**src/rtl/rcc_pkg.sv**
```systemverilog
// rcc_pkg: shared state encoding, default timing constants and counter sizing for rcc_seq
package rcc_pkg;

    localparam logic [1:0] ST_HOLD    = 2'd0;
    localparam logic [1:0] ST_RELEASE = 2'd1;
    localparam logic [1:0] ST_RUN     = 2'd2;

    localparam int RCC_HOLD    = 10;
    localparam int RCC_STAGGER = 4;
    localparam int RCC_DIV     = 27;

    // The sequence counter stops one past the last release edge, so it must hold total+1.
    function automatic int seq_w(input int hold, input int num_ch, input int stagger);
        return $clog2(hold + (num_ch - 1) * stagger + 2);
    endfunction

endpackage

```
**src/rtl/rcc_ce_div.sv**
```systemverilog
// rcc_ce_div: per-channel programmable clock-enable divider gated by the channel release
module rcc_ce_div
    import rcc_pkg::*;
#(
    parameter int DIV_W   = 16,
    parameter int DEF_DIV = RCC_DIV
) (
    input  logic             CLK,
    input  logic             RESET,
    input  logic             clr,
    input  logic             en,
    input  logic [DIV_W-1:0] div_val,
    input  logic             div_load,
    output logic             ce
);

    localparam logic [DIV_W-1:0] ONE = DIV_W'(1);

    logic [DIV_W-1:0] div_q, cnt, cnt_d, d_cur, d_sel;
    logic             en_q;

    always_comb begin
        d_cur = div_q == '0 ? ONE : div_q;
        d_sel = div_load ? (div_val == '0 ? ONE : div_val) : d_cur;
        cnt_d = (!en_q || clr || div_load || cnt == d_cur - ONE) ? '0 : cnt + ONE;
    end

    always_ff @(posedge CLK) begin
        if (RESET) begin
            div_q <= DIV_W'(DEF_DIV);
            cnt   <= '0;
            en_q  <= 1'b0;
            ce    <= 1'b0;
        end else begin
            div_q <= div_load ? div_val : div_q;
            cnt   <= cnt_d;
            en_q  <= en;
            ce    <= en && cnt_d == d_sel - ONE;
        end
    end

endmodule

```
**src/rtl/rcc_seq.sv**
```systemverilog
// rcc_seq: staggered active-low channel reset sequencer with per-channel clock-enable ticks
module rcc_seq
    import rcc_pkg::*;
#(
    parameter int NUM_CH         = 4,
    parameter int HOLD_CYCLES    = RCC_HOLD,
    parameter int STAGGER_CYCLES = RCC_STAGGER,
    parameter int DIV_W          = 16,
    parameter int DEF_DIV        = RCC_DIV
) (
    input  logic                    CLK,
    input  logic                    RESET,
    input  logic                    SW_RST_REQ,
    input  logic [NUM_CH*DIV_W-1:0] DIV_VAL,
    input  logic [NUM_CH-1:0]       DIV_LOAD,
    output logic [NUM_CH-1:0]       RESETn_O,
    output logic [NUM_CH-1:0]       CE_O,
    output logic                    READY,
    output logic [1:0]              STATE_O
);

    localparam int   TOTAL = HOLD_CYCLES + (NUM_CH - 1) * STAGGER_CYCLES;
    localparam int   CW    = seq_w(HOLD_CYCLES, NUM_CH, STAGGER_CYCLES);
    localparam logic SKIP  = (STAGGER_CYCLES == 0) || (NUM_CH == 1);

    logic [CW-1:0]     cnt;
    logic [1:0]        state;
    logic [NUM_CH-1:0] rel, rstn_d;

    always_comb begin
        rel = '0;
        for (int i = 0; i < NUM_CH; i++)
            rel[i] = state != ST_RUN && cnt == CW'(HOLD_CYCLES + i * STAGGER_CYCLES);
        rstn_d = (RESET || SW_RST_REQ) ? '0 : RESETn_O | rel;
    end

    // A software request edge is itself the new E0, so counting resumes one step ahead.
    always_ff @(posedge CLK) begin
        if (RESET) begin
            state <= ST_HOLD;
            cnt   <= '0;
            READY <= 1'b0;
        end else if (SW_RST_REQ) begin
            state <= ST_HOLD;
            cnt   <= CW'(1);
            READY <= 1'b0;
        end else begin
            cnt   <= state != ST_RUN ? cnt + CW'(1) : cnt;
            state <= (state == ST_HOLD && cnt == CW'(HOLD_CYCLES)) ? (SKIP ? ST_RUN : ST_RELEASE)
                   : (state == ST_RELEASE && cnt == CW'(TOTAL)) ? ST_RUN : state;
            READY <= READY | (state != ST_RUN && cnt == CW'(TOTAL));
        end
        RESETn_O <= rstn_d;
    end

    assign STATE_O = state;

    for (genvar c = 0; c < NUM_CH; c++) begin : g_ch
        rcc_ce_div #(.DIV_W(DIV_W), .DEF_DIV(DEF_DIV)) u_div (
            .CLK     (CLK),
            .RESET   (RESET),
            .clr     (SW_RST_REQ),
            .en      (rstn_d[c]),
            .div_val (DIV_VAL[c*DIV_W +: DIV_W]),
            .div_load(DIV_LOAD[c]),
            .ce      (CE_O[c])
        );
    end

endmodule

```
**config.mk**
```make
export PLATFORM = sky130hd
export DESIGN_NAME = rcc_seq
export DESIGN_NICKNAME = d
export VERILOG_FILES = /design/src/rtl/rcc_pkg.sv /design/src/rtl/rcc_ce_div.sv /design/src/rtl/rcc_seq.sv
export SDC_FILE = /design/constraint.sdc
export NUM_CORES = 1
export LEC_CHECK = 0
export ABC_CLOCK_PERIOD_IN_PS = 5600
export BUFFER_PORTS_ARGS = -buffer_cell sky130_fd_sc_hd__buf_4
export CORE_UTILIZATION = 62
export DETAILED_ROUTE_END_ITERATION = 10
export PLACE_DENSITY = 0.82
export SYNTH_ARGS = -nofsm -noshare
export SYNTH_HDL_FRONTEND = slang
export SYNTH_SLANG_ARGS = --single-unit
```
**constraint.sdc**
```tcl
create_clock -name CLK -period 5.6 [get_ports CLK]
set_input_delay 0.84 -clock CLK [delete_from_list [all_inputs] [get_ports CLK]]
set_output_delay 0.84 -clock CLK [all_outputs]
set_load 0.01 [all_outputs]
```
# == Yosys cells after proc, flatten, opt, wreduce, memory -nomap -nowiden ==
# Cells that the tools add are included.
# totals
ff_bits,148
in_bits,71
wordCells,112
# classes
n_addsub,13
eq_ne,14
muxes,21
bitwise_logic,2
n_reduce_logical,40
# ops
op,n
$mux 16,16
$eq 16x16->1,8
$logic_not 16->1,8
$sub 16x1->16 const B,8
$add 16x1->16 const B,4
$logic_or 1x1->1,13
$eq 5x4->1 const B,2
$eq 5x5->1 const B,2
$logic_and 1x1->1,10
$add 5x1->5 const B,1
$logic_not 1->1,4
$mux 1,4
$mux 4,1
$or 4x4->4,1
$reduce_bool 2->1,2
$reduce_or 3->1,1
$eq 2x1->1 const B,1
$logic_not 2->1,1
$ne 2x2->1 const B,1
$reduce_or 2->1,1
$or 1x1->1,1

# == Depth between registers and ports, before layout ==
# Gate-level depths: netlist of the first run.
# logic_depth
ltp_word,8
mapped_depth,19
mapped_depth_nobuf,15

# == By module ==
# From an unflattened synthesis of the first run, not the netlist that was laid out.
# hier_totals
cells_unflattened,1532
hier_area_um2,12219.2
# modules_own_cells
mod,instances,cells_per_inst,area_per_inst_um2,seq_area_each_um2
rcc_ce_div (g_ch[0].u_div ...),2,365,2889.0,680.7
rcc_ce_div (g_ch[2].u_div),1,388,3021.6,680.7
rcc_ce_div (g_ch[3].u_div),1,357,2899.0,680.7
rcc_seq,1,57,520.5,240.2

# == Least setup slack after synthesis of the first run ==
# OpenSTA, ideal clock, no wires.
# synth_timing
path_kind,input -> register
from,input DIV_LOAD[0]
to,register g_ch[0].u_div.ce
setup_ps,92
t_arrival_ps,4714
path_slack_ps,794
stages,16
n_path_buf,4
path_cell_list,clkbuf_1 clkbuf_1 clkbuf_1 buf_1 nor2b_1 o21ai_0 o31ai_1 ha_1 o221ai_1 nor3_1 xor2_1 o21ai_0 or4b_2 a31oi_1 o2111ai_1 nor4_1
# synth_between
elab_chain_len,5
elab_cells_between_ends,7
# synth_rtl
item,line,source
from (decl),rcc_seq.sv:15,"input logic [NUM_CH-1:0] DIV_LOAD,"
branches (longest 3 deep; another with $sub 16x1->16),--,
$eq 16x16->1 *,rcc_ce_div.sv:38,ce <= en && cnt_d == d_sel - ONE;
$logic_and 1x1->1 *,rcc_ce_div.sv:38,
to (signal assigned),rcc_ce_div.sv:38,
to (decl),rcc_ce_div.sv:14,output logic ce
# Every way passes the cells marked *.
# A chain may end at the register's enable or synchronous reset.

# == Worst setup path after layout of the first run ==
# layout_timing
from,register g_ch[2].u_div.div_q[4]
to,register g_ch[2].u_div.cnt[15]
# layout_between
elab_chain_len,6
# layout_rtl
item,line,source
from (decl),rcc_ce_div.sv:19,"logic [DIV_W-1:0] div_q, cnt, cnt_d, d_cur, d_sel;"
from (signal assigned),rcc_ce_div.sv:30,div_q <= DIV_W'(DEF_DIV);
from (signal assigned),rcc_ce_div.sv:35,div_q <= div_load ? div_val : div_q;
$logic_not 16->1,rcc_ce_div.sv:23,d_cur = div_q == '0 ? ONE : div_q;
$mux 16 *,rcc_ce_div.sv:23,
$sub 16x1->16 *,rcc_ce_div.sv:25,cnt_d = (!en_q || clr || div_load || cnt == d_cur - ONE) ? '0 : cnt + ONE;
$eq 16x16->1 *,rcc_ce_div.sv:25,
$logic_or 1x1->1 *,rcc_ce_div.sv:25,
$mux 16 *,rcc_ce_div.sv:25,
to (signal assigned),rcc_ce_div.sv:36,cnt <= cnt_d;
to (decl),rcc_ce_div.sv:19,
# Every way passes the cells marked *; elsewhere a longest branch is shown, timed or not.

==> results of run 1 <==
==> layout make-up <==
class                   count  area share
clock inverters            13      0.0145
well taps                 229      0.0225
repair buffers             90      0.0530
clock buffers              18      0.0337
multi-input cells        1214       0.632
inverters                  38      0.0112
flip-flops and latches    148       0.233
==> kinds of logic after synthesis <==
| logic type | Yosys count | synth area share |
|---|---|---|
| buffers and inverters | 120 | 0.0447 |
| XOR/XNOR | 206 | 0.158 |
| flip-flops | 148 | 0.257 |
| AO/OA/AOI/OAI | 256 | 0.154 |
| adder cells (fa/ha/maj) | 14 | 0.0152 |
| multiplexers | 85 | 0.0756 |
| AND/OR/NAND/NOR | 653 | 0.296 |
==> worst min-delay path: cells and delay by family (launching register included) <==
family / cells / cell delay (ps)
flops: 1 / 350
simple gates: 1 / 70
compound gates: 1 / 60
==> flip-flops by register name (all words and copies together) (netlist names) <==
name              count
READY                 1
g_ch.u_div.cnt       64
g_ch.u_div.ce         4
RESETn_O              4
cnt                   5
STATE_O               2
g_ch.u_div.div_q     64
g_ch.u_div.en_q       4
==> synth_stat cells, drive strengths merged (6+ instances only) <==
library cell	count	area, um^2
buf	17	100
a221oi	6	52.6
clkbuf	64	262
nor2b	14	87.6
nand3b	10	75.1
o21ai	56	280
a211oi	8	60.1
o22ai	10	62.6
and2	8	50.1
inv	37	139
o21a	6	45.0
mux2i	77	771
ha	14	175
xor2	88	771
and3	27	169
o41ai	6	52.6
or3	23	150
or2	12	75.1
dfxtp	148	2960
a31oi	21	138
nor3	59	300
nand2b	10	62.6
or4	18	143
a22oi	8	60.1
nand2	90	338
or4b	6	60.1
o31ai	10	75.1
nor4b	13	120
o211ai	12	90.1
nand4	25	156
xnor2	117	1020
nor4	44	309
a2111oi	11	103
a21oi	40	200
mux2	7	78.8
nor3b	21	158
nand3	51	255
nor2	208	781
==> per-layer routing <==
metal  part of all wire  up-vias  GRT usage
li1                   -     5440          -
met1               0.43     5366      0.456
met2               0.46      574      0.564
met3              0.081       89     0.0637
met4              0.033        0      0.148
met5                  0        -          0
==> metrics by stage <==
stage / util / total power, uW / hold slack [ps] / cell area (um^2) / cells
after floorplan: - / 1470 / 470 / 11500 / 1482
after CTS: 0.704 / 2840 / 522 / 12700 / 1750
final: 0.704 / 2840 / 529 / 12700 / 1750
after global placement: 0.670 / 1610 / 497 / 12100 / 1719
after global routing: 0.704 / 2930 / 539 / 12700 / 1750
after detailed placement: 0.670 / 1620 / 507 / 12100 / 1719
==> report_power, final <==
part	switching (uW)	internal (uW)
Combinational	274	201
Sequential	59.7	1080
Clock	480	742
Total	814	2020
==> path summary, 6_finish.rpt <==
check                                      start                               end  slack (ps)  cells past startpoint
min                      STATE_O[0]$_SDFFE_PN0P_           STATE_O[0]$_SDFFE_PN0P_         530                      2
min reg2reg              STATE_O[0]$_SDFFE_PN0P_           STATE_O[0]$_SDFFE_PN0P_         530                      2
max          g_ch[2].u_div.div_q[4]$_SDFFE_PP1P_  g_ch[2].u_div.cnt[15]$_SDFF_PP0_         740                     14
max reg2reg  g_ch[2].u_div.div_q[4]$_SDFFE_PP1P_  g_ch[2].u_div.cnt[15]$_SDFF_PP0_         740                     14
==> results.txt, run 1 <==
status: finished, violations left
violated checks: DRC
core region area: 18100 um^2
Clock H-tree levels: 4
crit end category: flop
wire per inst: 19.0 um
Setup Skew: 11.4 ps
DRT Wirelength: 33300 um
die area: 19200 um^2
ys flop type: dfxtp_1
# DRC: 15
Peak supply drop: 234 uV
CP max stage delay: 740 ps
Leak: 0.00472 uW
max-slew violations: 0
Worst Setup Start Kind: flop
Total Neg Setup Slack: 0 ps
root buf cell: clkbuf_16
Synth Register Bits: 148
DP HPWL: 24800 um
clk sinks: 148
Least-Margin Pin Slew: 820 ps
Syn Area/Cell: 7.78 um^2
Worst-Skew Late Latency: 440 ps
final RePlAce weighted congestion: 0.972
period utilisation layout: 0.868
Final min period: 4860 ps
antenna violations before repair: 0
sequential area share after synthesis: 0.257
Final Hold Viols: 0
commonest non-fill, non-tap cells in the layout: nor2_1, dfxtp_1, xnor2_1, nand2_1, buf_4
worst path required time: 5910 ps
CTS tree: yes
Initial Util: 0.638
Slew HR: 0.450
vias in the first global route: 10400
Area Growth Syn to Fin: 10.4%
P per Cell Area: 223 nW/um^2
CTS max path bufs: 2
multi-input logic area: 8060 um^2
Critical Path AT: 5170 ps
Post-synth ARST share: 0
Die Span X: 138 um
fmax: 0.206 GHz
count of cell types in the netlist: 93
Fill cells: 1475
Reg area: 2960 um^2
worst slack at placement: 921 ps
# Post-CTS Setup Buffers: 0
global-route wire length before repair: 53700 um
syn nets: 1567
RSZ-0062 raised after global routing: false
1st-iter DRT viols: 1037
Cell Area, Synth: 11500 um^2
number of flops mapped to enable cells by yosys: 0
post-DR vias/cell: 6.55
critical path class: flop to flop
vias: 11500
largest net degree at the start of global routing: 51
IO Pins: 82
GRT Overall Usage: 0.349
final setup margin: 740 ps
total CTS buffers: 17
Worst-path clk slew: 70 ps
share of layout cells above drive strength 1: 0.108
final setup vio count: 0
Worst Path Max Fanout: 15
hold buffers post-CTS: 0
total grt overflow: 0
Antenna Cells: 0
WP buf/inv: 1
YS warnings: 0
max-cap violations: 0
TritonRoute pass-1 iters: 8
port buffer count: 81
critical path cell sequence: or4_1, nor4_4, a21o_1, inv_1, ha_1, or3b_2, nor4_1, xnor2_1, o211ai_1, or4_1, nor4_2, nor2_1, nand2_1, nor2_1
die height: 138 um
synthesized instance count: 1482
worst hold path type: flop to flop
fin nets: 1594
Critical-path top delay cell: or4_1
Routed Antenna Nets: 0
Resized cells post-CTS: 0
family with the most delay on the worst path: simple AND/OR/NAND/NOR gates
most common cell after layout, fill and taps aside: nor2_1
Rows: 49
Note: power is estimated with default switching activity, not from simulation.
==> inputs of run 2 (changes only) <==
Settings changed: GPL_TIMING_DRIVEN set to 0.
==> run 2 against run 1 <==
Compared with the run above:
- the flow still finishes with violations (DRC)
- final area grew 2.5%
- via count is 2.5% higher
- total power grew 2.2%
- sequential cell count unchanged
- combinational power up 7.8%
- highest routed layer unchanged
- critical endpoint is now g_ch[1].u_div.ce$_SDFF_PP0_
- clock power grew 5%
- final cell count grew 4.1%
- clock skew increased by 1.2 ps
==> results.txt, run 2 (same netlist as run 1, synthesis figures left out) <==
status: finished, violations left
violated checks: DRC
final hold slack: 513 ps
clock share of power: 0.440
core region area: 18100 um^2
global-route wire length before repair: 55100 um
crit path launch: g_ch[1].u_div.div_q[6]$_SDFFE_PP0P_
R2R setup slack: 370 ps
most common cell after layout, fill and taps aside: nor2_1
max-slew violations: 0
Final Hold Viols: 0
worst path required time: 5970 ps
CP max stage delay: 1110 ps
Resized cells post-CTS: 0
Clock H-tree levels: 4
end point of the critical path: g_ch[1].u_div.ce$_SDFF_PP0_
final RePlAce weighted congestion: 0.969
Leak: 0.00485 uW
reg2reg end: g_ch[1].u_div.ce$_SDFF_PP0_
Fill cells: 1441
Reg2Reg Launch Point: g_ch[1].u_div.div_q[6]$_SDFFE_PP0P_
Reg power frac: 0.384
CTS max path bufs: 2
Critical Path AT: 5600 ps
critical path cell sequence: clkbuf_1, nor4_1, a41o_1, inv_1, ha_1, clkbuf_1, xnor2_1, and2_1, o21ai_0, and3_1, o2111ai_1, o21ai_1, a21oi_1, o32a_1, a2111oi_0, and4_1
total grt overflow: 0
Combinational Power Share: 0.177
crit end category: flop
WP buf/inv: 3
Sw Ratio: 0.294
max-cap violations: 0
critical path class: flop to flop
Initial Util: 0.638
largest net degree at the start of global routing: 17
most used cell, CP: clkbuf_1
P_int: 2050 uW
R2R depth: 16
root buf cell: clkbuf_16
Worst-Skew Late Latency: 430 ps
clk sinks: 148
final setup vio count: 0
Routed Antenna Nets: 0
Reg area: 2960 um^2
commonest non-fill, non-tap cells in the layout: nor2_1, dfxtp_1, xnor2_1, nand2_1, xor2_1
DP HPWL: 26100 um
vias: 11800
Worst-path clk slew: 70 ps
post-DR vias/cell: 6.45
Worst Path Max Fanout: 9
CTS tree: yes
Antenna Cells: 0
worst hold path type: flop to flop
antenna violations before repair: 0
RSZ-0062 raised after global routing: false
hold buffers post-CTS: 0
IO Pins: 82
Least-Margin Pin Slew: 1270 ps
GRT Overall Usage: 0.355
Critical-path top delay cell: nor4_1
Peak supply drop: 217 uV
total CTS buffers: 17
die height: 138 um
Die Span X: 138 um
DRT Wirelength: 34100 um
fmax: 0.191 GHz
TritonRoute pass-1 iters: 10
worst slack at placement: -337 ps
largest registers: g_ch.u_div.cnt x64, g_ch.u_div.div_q x64, cnt x5
Final min period: 5230 ps
family with the most delay on the worst path: compound AO/OA/AOI/OAI gates
share of layout cells above drive strength 1: 0.109
# DRC: 14
port buffer count: 79
Worst Setup Start Kind: flop
Worst path depth: 16
# Post-CTS Setup Buffers: 0
vias in the first global route: 10900
multi-input logic area: 8060 um^2
Final Power: 2900 uW
Util after Layout: 0.722
Rows: 49
fin nets: 1665
die area: 19200 um^2
hold_sp: STATE_O[0]$_SDFFE_PN0P_
final setup margin: 373 ps
switching power: 852 uW
Area Growth Syn to Fin: 13.2%
wire per inst: 18.7 um
Setup Skew: 12.6 ps
1st-iter DRT viols: 1151
Slew HR: 0.143
period utilisation layout: 0.933
P per Cell Area: 222 nW/um^2
-- run 2: cell count changes in the layout (fill, tap and decap cells not counted), moves of 3 or more --
| cell | previous run | this run |
|---|---|---|
| clkbuf_1 | 1 | 60 |
| buf_4 | 90 | 83 |
| buf_2 | 0 | 5 |
| buf_1 | 0 | 4 |
| clkbuf_2 | 0 | 4 |
| clkinvlp_4 | 5 | 2 |
| inv_6 | 0 | 3 |
-- run 2: how the worst min path moves through the flow --
stage,slack [ps],to,cells after the start
after floorplan,470,g_ch[1].u_div.cnt[0]$_SDFF_PP0_,1
after global placement,490,STATE_O[0]$_SDFFE_PN0P_,2
after detailed placement,500,STATE_O[0]$_SDFFE_PN0P_,2
after CTS,510,STATE_O[0]$_SDFFE_PN0P_,2
after global routing,550,g_ch[1].u_div.cnt[0]$_SDFF_PP0_,1
final,510,STATE_O[0]$_SDFFE_PN0P_,2
-- run 2: metrics by stage --
stage,setup TNS [ps],cells,instance area (um^2)
global placement,-512,1790,12400
floorplan,0,1482,11500
detailed placement,-509,1790,12400
CTS,0,1822,13100
finish,0,1822,13100
global route,0,1822,13100
-- run 2: worst reg2reg max path: cells and delay by family (launching register included) --
kind | cells | cell delay [ps]
buffers and inverters | 3 | 500
flip-flops | 1 | 300
XOR/XNOR | 1 | 190
AO/OA/AOI/OAI | 7 | 2220
adder cells (fa/ha/maj) | 1 | 190
AND/OR/NAND/NOR | 4 | 1770
-- run 2: power groups by stage --
stage                     logic (uW)  clock network (uW)  registers (uW)
after floorplan                  350                   0            1120
after global placement           489                   0            1130
after detailed placement         495                   0            1130
after CTS                        500                1270            1110
after global routing             555                1330            1110
final                            512                1280            1110
-- run 2: layer usage --
metal | GRT usage | wire length, um | vias to the layer above | part of all wire
li1 | - | - | 5589 | -
met1 | 0.472 | 14500 | 5500 | 0.43
met2 | 0.582 | 15700 | 579 | 0.46
met3 | 0.0547 | 2910 | 82 | 0.085
met4 | 0.127 | 919 | 0 | 0.027
met5 | 0 | 0 | - | 0
-- run 2: area by class of cell --
cell class	instances	share of cell area
clock buffer	17	0.0326
timing repair buffer	79	0.0454
tap	229	0.0219
inverter	38	0.0109
buffer	82	0.0288
clock inverter	15	0.0168
sequential	148	0.227
multi-input combinational	1214	0.617
